==> src/rtl/pipeline_pkg.sv <==
// Shared handshake helpers and constants for the bit-serial pipeline stages.
package pipeline_pkg;

  localparam int PIPE_WORD_W = 8;
  localparam bit ORDER_LSB   = 1'b0;
  localparam bit ORDER_MSB   = 1'b1;

  function automatic logic xfer(input logic valid, input logic ready);
    return valid && ready;
  endfunction

endpackage

==> src/rtl/pipeline_bit_collector.sv <==
// Shift register and bit counter that pack accepted serial bits into a word.
import pipeline_pkg::*;

module pipeline_bit_collector #(
  parameter int WIDTH     = PIPE_WORD_W,
  parameter bit MSB_FIRST = ORDER_LSB,
  localparam int CW       = $clog2(WIDTH)
) (
  input  logic             clk_i,
  input  logic             rst_ni,
  input  logic             accept_i,
  input  logic             bit_i,
  input  logic             keep_i,
  input  logic             clear_i,
  output logic [WIDTH-1:0] word_o,
  output logic [WIDTH-1:0] held_o,
  output logic [CW-1:0]    count_o,
  output logic             done_o
);

  logic [WIDTH-1:0] shift_q, shift_d;
  logic [CW-1:0]    count_q, count_d;
  logic [WIDTH-1:0] base_s;
  logic [WIDTH-1:0] word_s;
  logic [CW-1:0]    pos_s;
  logic             last_s;

  // Insert the incoming bit; a cleared held word starts the fresh word from zero.
  always_comb begin
    if (clear_i) begin
      base_s = '0;
    end else begin
      base_s = shift_q;
    end
    if (MSB_FIRST == ORDER_MSB) begin
      pos_s = CW'(WIDTH - 1) - count_q;
    end else begin
      pos_s = count_q;
    end
    word_s        = base_s;
    word_s[pos_s] = bit_i;
    last_s        = (count_q == CW'(WIDTH - 1));
    shift_d       = base_s;
    count_d       = count_q;
    if (accept_i) begin
      if (last_s) begin
        count_d = '0;
        if (keep_i) begin
          shift_d = word_s;
        end else begin
          shift_d = '0;
        end
      end else begin
        count_d = count_q + CW'(1);
        shift_d = word_s;
      end
    end else begin
      count_d = count_q;
    end
  end

  // Collector state registers.
  always_ff @(posedge clk_i or negedge rst_ni) begin
    if (!rst_ni) begin
      shift_q <= '0;
      count_q <= '0;
    end else begin
      shift_q <= shift_d;
      count_q <= count_d;
    end
  end

  assign word_o  = word_s;
  assign held_o  = shift_q;
  assign count_o = count_q;
  assign done_o  = accept_i && last_s;

endmodule

==> src/rtl/pipeline_deser_stage.sv <==
// Serial-to-parallel stage: collects WIDTH bits and offers them on a registered valid/ready port.
import pipeline_pkg::*;

module pipeline_deser_stage #(
  parameter int WIDTH     = PIPE_WORD_W,
  parameter bit MSB_FIRST = ORDER_LSB
) (
  input  logic                     clk,
  input  logic                     RST,
  input  logic                     data_in,
  input  logic                     previous,
  output logic                     next,
  output logic [WIDTH-1:0]         word_out,
  output logic                     word_valid,
  input  logic                     word_ready,
  output logic [$clog2(WIDTH)-1:0] bit_count,
  output logic                     pending
);

  logic [WIDTH-1:0] word_q, word_d;
  logic             valid_q, valid_d;
  logic             pending_q, pending_d;
  logic             slot_free_s;
  logic             accept_s;
  logic             release_s;
  logic             done_s;
  logic [WIDTH-1:0] done_word_s;
  logic [WIDTH-1:0] held_word_s;

  assign slot_free_s = !valid_q || word_ready;
  assign next        = !pending_q || slot_free_s;
  assign accept_s    = xfer(previous, next);
  assign release_s   = pending_q && slot_free_s;

  pipeline_bit_collector #(
    .WIDTH    (WIDTH),
    .MSB_FIRST(MSB_FIRST)
  ) u_collector (
    .clk_i   (clk),
    .rst_ni  (RST),
    .accept_i(accept_s),
    .bit_i   (data_in),
    .keep_i  (!slot_free_s),
    .clear_i (release_s),
    .word_o  (done_word_s),
    .held_o  (held_word_s),
    .count_o (bit_count),
    .done_o  (done_s)
  );

  // Output slot: a held word always drains before a newly completed one can complete.
  always_comb begin
    word_d    = word_q;
    valid_d   = valid_q;
    pending_d = pending_q;
    if (release_s) begin
      word_d    = held_word_s;
      valid_d   = 1'b1;
      pending_d = 1'b0;
    end else if (done_s && slot_free_s) begin
      word_d  = done_word_s;
      valid_d = 1'b1;
    end else if (done_s) begin
      pending_d = 1'b1;
    end else if (xfer(valid_q, word_ready)) begin
      valid_d = 1'b0;
    end else begin
      valid_d = valid_q;
    end
  end

  // Output and pending registers.
  always_ff @(posedge clk or negedge RST) begin
    if (!RST) begin
      word_q    <= '0;
      valid_q   <= 1'b0;
      pending_q <= 1'b0;
    end else begin
      word_q    <= word_d;
      valid_q   <= valid_d;
      pending_q <= pending_d;
    end
  end

  assign word_out   = word_q;
  assign word_valid = valid_q;
  assign pending    = pending_q;

endmodule

==> config.mk <==
export PLATFORM = sky130hd
export DESIGN_NAME = pipeline_deser_stage
export DESIGN_NICKNAME = d
export VERILOG_FILES = /design/src/rtl/pipeline_pkg.sv /design/src/rtl/pipeline_bit_collector.sv /design/src/rtl/pipeline_deser_stage.sv
export SDC_FILE = /design/constraint.sdc
export NUM_CORES = 1
export LEC_CHECK = 0
export ABC_AREA = 1
export ABC_CLOCK_PERIOD_IN_PS = 1450
export CORE_ASPECT_RATIO = 1.75
export CORE_MARGIN = 5
export CORE_UTILIZATION = 50
export CTS_CLUSTER_DIAMETER = 200
export DETAILED_ROUTE_END_ITERATION = 8
export PLACE_DENSITY = 0.75
export RECOVER_POWER = 100
export SKIP_LAST_GASP = 1
export SLEW_MARGIN = 20
export SYNTH_ARGS = -nofsm -noshare
export SYNTH_HDL_FRONTEND = slang
export SYNTH_SLANG_ARGS = --single-unit
==> constraint.sdc <==
create_clock -name clk -period 1.45 [get_ports clk]
set_input_delay 0.29 -clock clk [delete_from_list [all_inputs] [get_ports clk]]
set_output_delay 0.29 -clock clk [all_outputs]
set_load 0.03 [all_outputs]
# After elaboration in Yosys (flattened, before gate mapping)
# Cells that the tools add are included.
op_classes:
  addsub: 1
  order_cmp: 2
  eq_ne: 3
  muxes: 17
  n_reduce_logical: 15
ops:
  columns: ["op", "count"]
  rows:
  - ["2-to-1 mux 8 bit", 6]
  - ["bitwise mux 8 bit", 1]
  - ["2-to-1 mux 1 bit", 8]
  - ["logical AND 1 bit", 6]
  - ["less-than comparator 3 x 4 -> 1 bit, second input constant", 1]
  - ["AND reduction 2 bit", 2]
  - ["nonzero test 2 bit", 2]
  - ["adder 3 x 1 -> 3 bit, second input constant", 1]
  - ["demux 1 bit (select 3 bit)", 1]
  - ["== test 3 bit, second input constant", 1]
  - [">= comparator 3 x 1 -> 1 bit, second input constant", 1]
  - ["2-to-1 mux 3 bit", 1]
  - ["inequality test 3 x 2 -> 1 bit, second input constant", 1]
  - ["nonzero test 3 bit", 1]
  - ["logical NOT 1 bit", 2]
  - ["logical OR 1 bit", 2]
  - ["inequality test 2 bit, second input constant", 1]
word_totals:
  reg_bits: 21
  in_bits: 5
  out_inout_bits: 14
  word_cells: 43

# Longest topological paths before layout
logic_depth:
  word_depth: 8
  mapped_depth: 9
  ltp_nobuf: 9

# Hierarchy
# From an unflattened synthesis, not the netlist that was laid out.
unflattened:
  cells_unflattened: 182
  area_unflattened_um2: 1300.0
modules_own_cells:
  columns: ["mod", "n_inst", "cells_each", "area_per_inst_um2"]
  rows:
  - ["pipeline_bit_collector", 1, 100, 749.5]
  - ["pipeline_deser_stage", 1, 82, 550.5]

# Least setup slack after synthesis
# OpenSTA, ideal clock, no wires.
synth_path:
  path_type: "reg-to-reg"
  from: "register u_collector.count_q[0], in the netlist u_collector.count_o[0]"
  to: "register word_q[0], in the netlist word_out[0]"
  setup_time_ps: 117
  arrival_time_ps: 1355
  required_ps: 1333
  path_slack_ps: -22
  stages_incl_launch_ff: 9
  cell_sequence: "dfrtp_1 -> ha_1 -> ha_1 -> nand2_1 -> inv_2 -> nand2_2 -> nor2_4 -> nand2_1 -> nand2_1"
synth_via:
  elab_chain_cells: 7
  elab_cells_between_ends: 12
  classes_between: "2 x order compare; 1 x eq/ne; 5 x mux; 4 x reduce/logical"
synth_lines:
  columns: ["element", "line", "rtl"]
  rows:
  - ["start, declared", "pipeline_bit_collector.sv:22", "logic [CW-1:0] count_q, count_d;"]
  - ["start signal, assigned", "pipeline_bit_collector.sv:69", "count_q <= count_d;"]
  - ["less-than comparator 3 x 4 -> 1 bit (implied by the code) / >= comparator 3 x 1 -> 1 bit (equally long branches)", "pipeline_bit_collector.sv:41", "word_s[pos_s] = bit_i;"]
  - ["logical AND 1 bit (implied by the code)", "pipeline_bit_collector.sv:41", null]
  - ["2-to-1 mux 1 bit (implied by the code)", "pipeline_bit_collector.sv:41", null]
  - ["demux 1 bit (select 3 bit)", null, null]
  - ["bitwise mux 8 bit", "pipeline_bit_collector.sv:41", null]
  - ["2-to-1 mux 8 bit", "pipeline_deser_stage.sv:60", "end else if (done_s && slot_free_s) begin"]
  - ["2-to-1 mux 8 bit", "pipeline_deser_stage.sv:56", "if (release_s) begin"]
  - ["end signal, assigned", "pipeline_deser_stage.sv:79", "word_q <= word_d;"]
  - ["end, declared", "pipeline_deser_stage.sv:20", "logic [WIDTH-1:0] word_q, word_d;"]
# Several ways; a longest one is shown, not always the timed one. The select of a mux whose other input is x is not followed.
# A chain may end at the register's enable or synchronous reset.

# Worst setup path after layout
layout_path:
  from: "input word_ready"
  to: "output next"
layout_via:
  elab_chain_cells: 2
layout_lines:
  columns: ["element", "line", "rtl"]
  rows:
  - ["start, declared", "pipeline_deser_stage.sv:15", "input logic word_ready,"]
  - ["logical OR 1 bit", "pipeline_deser_stage.sv:30", "assign slot_free_s = !valid_q || word_ready;"]
  - ["logical OR 1 bit", "pipeline_deser_stage.sv:31", "assign next = !pending_q || slot_free_s;"]
  - ["end, declared", "pipeline_deser_stage.sv:12", "output logic next,"]
# No other way between the ends.

==> results.tsv <==
metric	value	unit
synthXorXnorAreaFrac	0	%
synth-warning-count	0	
whs	528	ps
synth_top_area_cell	dfrtp_1	
die_w	46.8	um
cp_slowest_stage_delay	430	ps
slowest_stage	clkdlybuf4s50_1	
hold_violations	0	
r2r_start	u_collector.count_o[0]$_DFFE_PN0N_	
synth_common_cells	nand2_1 (64), nand3_1 (33), dfrtp_1 (21)	
synth_simple_gate_area_share	42.7	%
irDropWorstVdd	1.02	mV
slew_headroom	66.9	%
cts_tree	done	
avgViaCountPerCell	5.44	
min_period_over_period	96.8	%
ios	19	
synth_area	1180	um2
port_buffers	18	
grt_max_degree	22	
p_int	0.00155	W
criticalPathCategory	in -> out	
clk_path_buf_depth	2	
cp.depth	4	
worstPathCellList	clkdlybuf4s50_1, nor2_2, nand2_2, buf_6	
maxSlewViolCount	0	
worst_clock_skew	2.35	ps
drc_errors	0	
grt_pass1_wl	4690	um
switchingPower	0.00128	W
cts-root-buf	clkbuf_8	
tightest_slew	497	ps
wl	2800	um
synth_most_common_cell	nand2_1	
cp_top_family	buffers and inverters	
drt_iter0_drc	58	
area_delta_synth_final	28.2	%
hp-class	in -> async	
power_frac_seq	34.8	%
cts.sinks	21	
syn-num-nets	171	
synthAdderAreaFrac	2.11	%
htree_levels	1	
r2r_cells	8	
seq_area_frac_synth	44.4	%
ff2ff_setup_slack	90	ps
power_density	1860	nW/um2
layout.nets	200	
p_leak	0.851	nW
wl_per_cell	12.9	um
num_vias	1180	
ys_seq_elements	21	
grt_pass1_vias	1119	
clk_pin_slew_worst_paths	70	ps
max_cap_viol_count	0	
critPathBufInv	2	
drive_above_1_share	20.3	%
status	finished, final reports clean	
antenna_found_initial	0	
hpwlAfterDp	1990	um
synth_area_leaders	dfrtp_1 (44%), nand2_1 (20%), nand3_1 (14%)	
syn_inst	164	
core-area	2270	um2
die_area	3480	um2
cp.required	1160	ps
placed_area	1440	um2
synth-compound-area-share	1.69	%
synth_mux_area_share	0	%
async_flop_share	100	%
cts_hold_buf	0	
crit_path_end_kind	primary output	
power.total	0.00282	W
insertion_delay	250	ps
grt-ovfl-total	0	
grt_usage	17.9	%
arrival	1110	ps
gp_congestion	0.879	
synth-edff-count	0	
core.rowCount	23	
critical_path.startpoint_type	primary input	
min_period	1400	ps
drt_first_pass_iters	4	
crit_path_max_fanout	2	
synth.distinct_cells	18	
antenna_cells	0	
p_comb_share	51.9	%
clkPwrFrac	13.4	%
dieHeight	74.4	um
ant_nets	0	
setup_viol	0	
ys.flop_type	dfrtp_1	
start_util	52.1	%
postLayoutCoreUtil	66.8	%
design_area	1520	um2
syn_avg_cell_area	7.22	um2
synth_top_family_by_area	simple AND/OR/NAND/NOR gates	
netlist.area_leader.share	44.4	%
fmax	712	MHz
rsz0062_at_grt	yes	
timing.rr.end	word_out[3]$_DFFE_PN0P_	
swShare	45.2	%
cts_inserted_buffers	3	
## cell families after synthesis
group | Yosys count
buffers and inverters | 24
adder cells (fa/ha/maj) | 2
AO/OA/AOI/OAI | 4
AND/OR/NAND/NOR | 113
flip-flops | 21
## area by class of cell
type	instances	area, um2
Clock inverter	1	5.00
Clock buffer	3	41.3
Multi-Input combinational cell	120	589
Tap cell	25	31.3
Fill cell	186	754
Timing Repair Buffer	30	258
Inverter	17	66.3
Sequential cell	21	528
## metrics by stage
step	std cells	worst slack [ps]	setup TNS [ps]
finish	217	45.8	0
detailed placement	211	-106	-1330
global route	217	-24.7	-46.6
CTS	215	11.4	0
global placement	211	-87.2	-693
floorplan	164	18.2	0
## worst max path at each step
| stage | end | slack, ps | start |
|---|---|---|---|
| 6_report | next | 50 | word_ready |
| 2_1_floorplan | u_collector.count_o[2]$_DFFE_PN0N_ | 20 | word_valid$_DFFE_PN0P_ |
| 3_5_place_dp | word_out[7]$_DFFE_PN0P_ | -110 | word_ready |
| 3_3_place_gp | word_out[7]$_DFFE_PN0P_ | -90 | word_ready |
| 5_1_grt | word_out[7]$_DFFE_PN0P_ | -20 | word_ready |
| 4_1_cts | next | 10 | word_ready |
## power groups by stage
stage | combinational, W | sequential (W) | clock, W
final | 0.00146 | 0.000981 | 0.000377
after global routing | 0.00165 | 0.00102 | 0.000406
after CTS | 0.00141 | 0.000976 | 0.000384
after detailed placement | 0.00147 | 0.000990 | 0
after global placement | 0.00145 | 0.000987 | 0
after floorplan | 0.000697 | 0.00124 | 0
## registers in the layout, summed over array words and instances, names as in the netlist
| register | flops |
|---|---|
| word_out | 8 |
| u_collector.held_o | 8 |
| pending | 1 |
| word_valid | 1 |
| u_collector.count_o | 3 |
## cell usage in the layout, fill, tap and decap left out
cell type / count
nand2_2: 4
buf_6: 1
nand2_1: 62
clkbuf_8: 3
inv_2: 3
dfrtp_1: 19
nand3_1: 33
ha_2: 1
clkinv_2: 1
ha_4: 1
nand4_1: 6
dlygate4sd3_1: 1
buf_4: 13
a21oi_1: 2
inv_4: 1
clkdlybuf4s50_1: 3
dlygate4sd2_1: 9
nand2_4: 3
dfrtp_2: 2
nor2_4: 1
o21ai_0: 1
nor2_2: 2
o21ai_1: 1
buf_12: 1
nor2_1: 3
inv_1: 13
clkbuf_2: 2
## repair_timing
item                                    4_1_cts  5_1_grt
gates resized for setup                      12        7
setup buffers                                 0        1
gates cloned                                  0        1
endpoints found under the setup margin       18        9
pin swaps                                     0        5
## routing by layer
layer | up-vias | track usage (%) | routed length, um
met5 | - | 0 | 0
met4 | 0 | 8.62 | 68
met3 | 10 | 2.66 | 183
met2 | 50 | 31.3 | 1480
met1 | 540 | 20.2 | 1070
li1 | 580 | - | -
No activity file was read; power rests on OpenSTA's default activity.
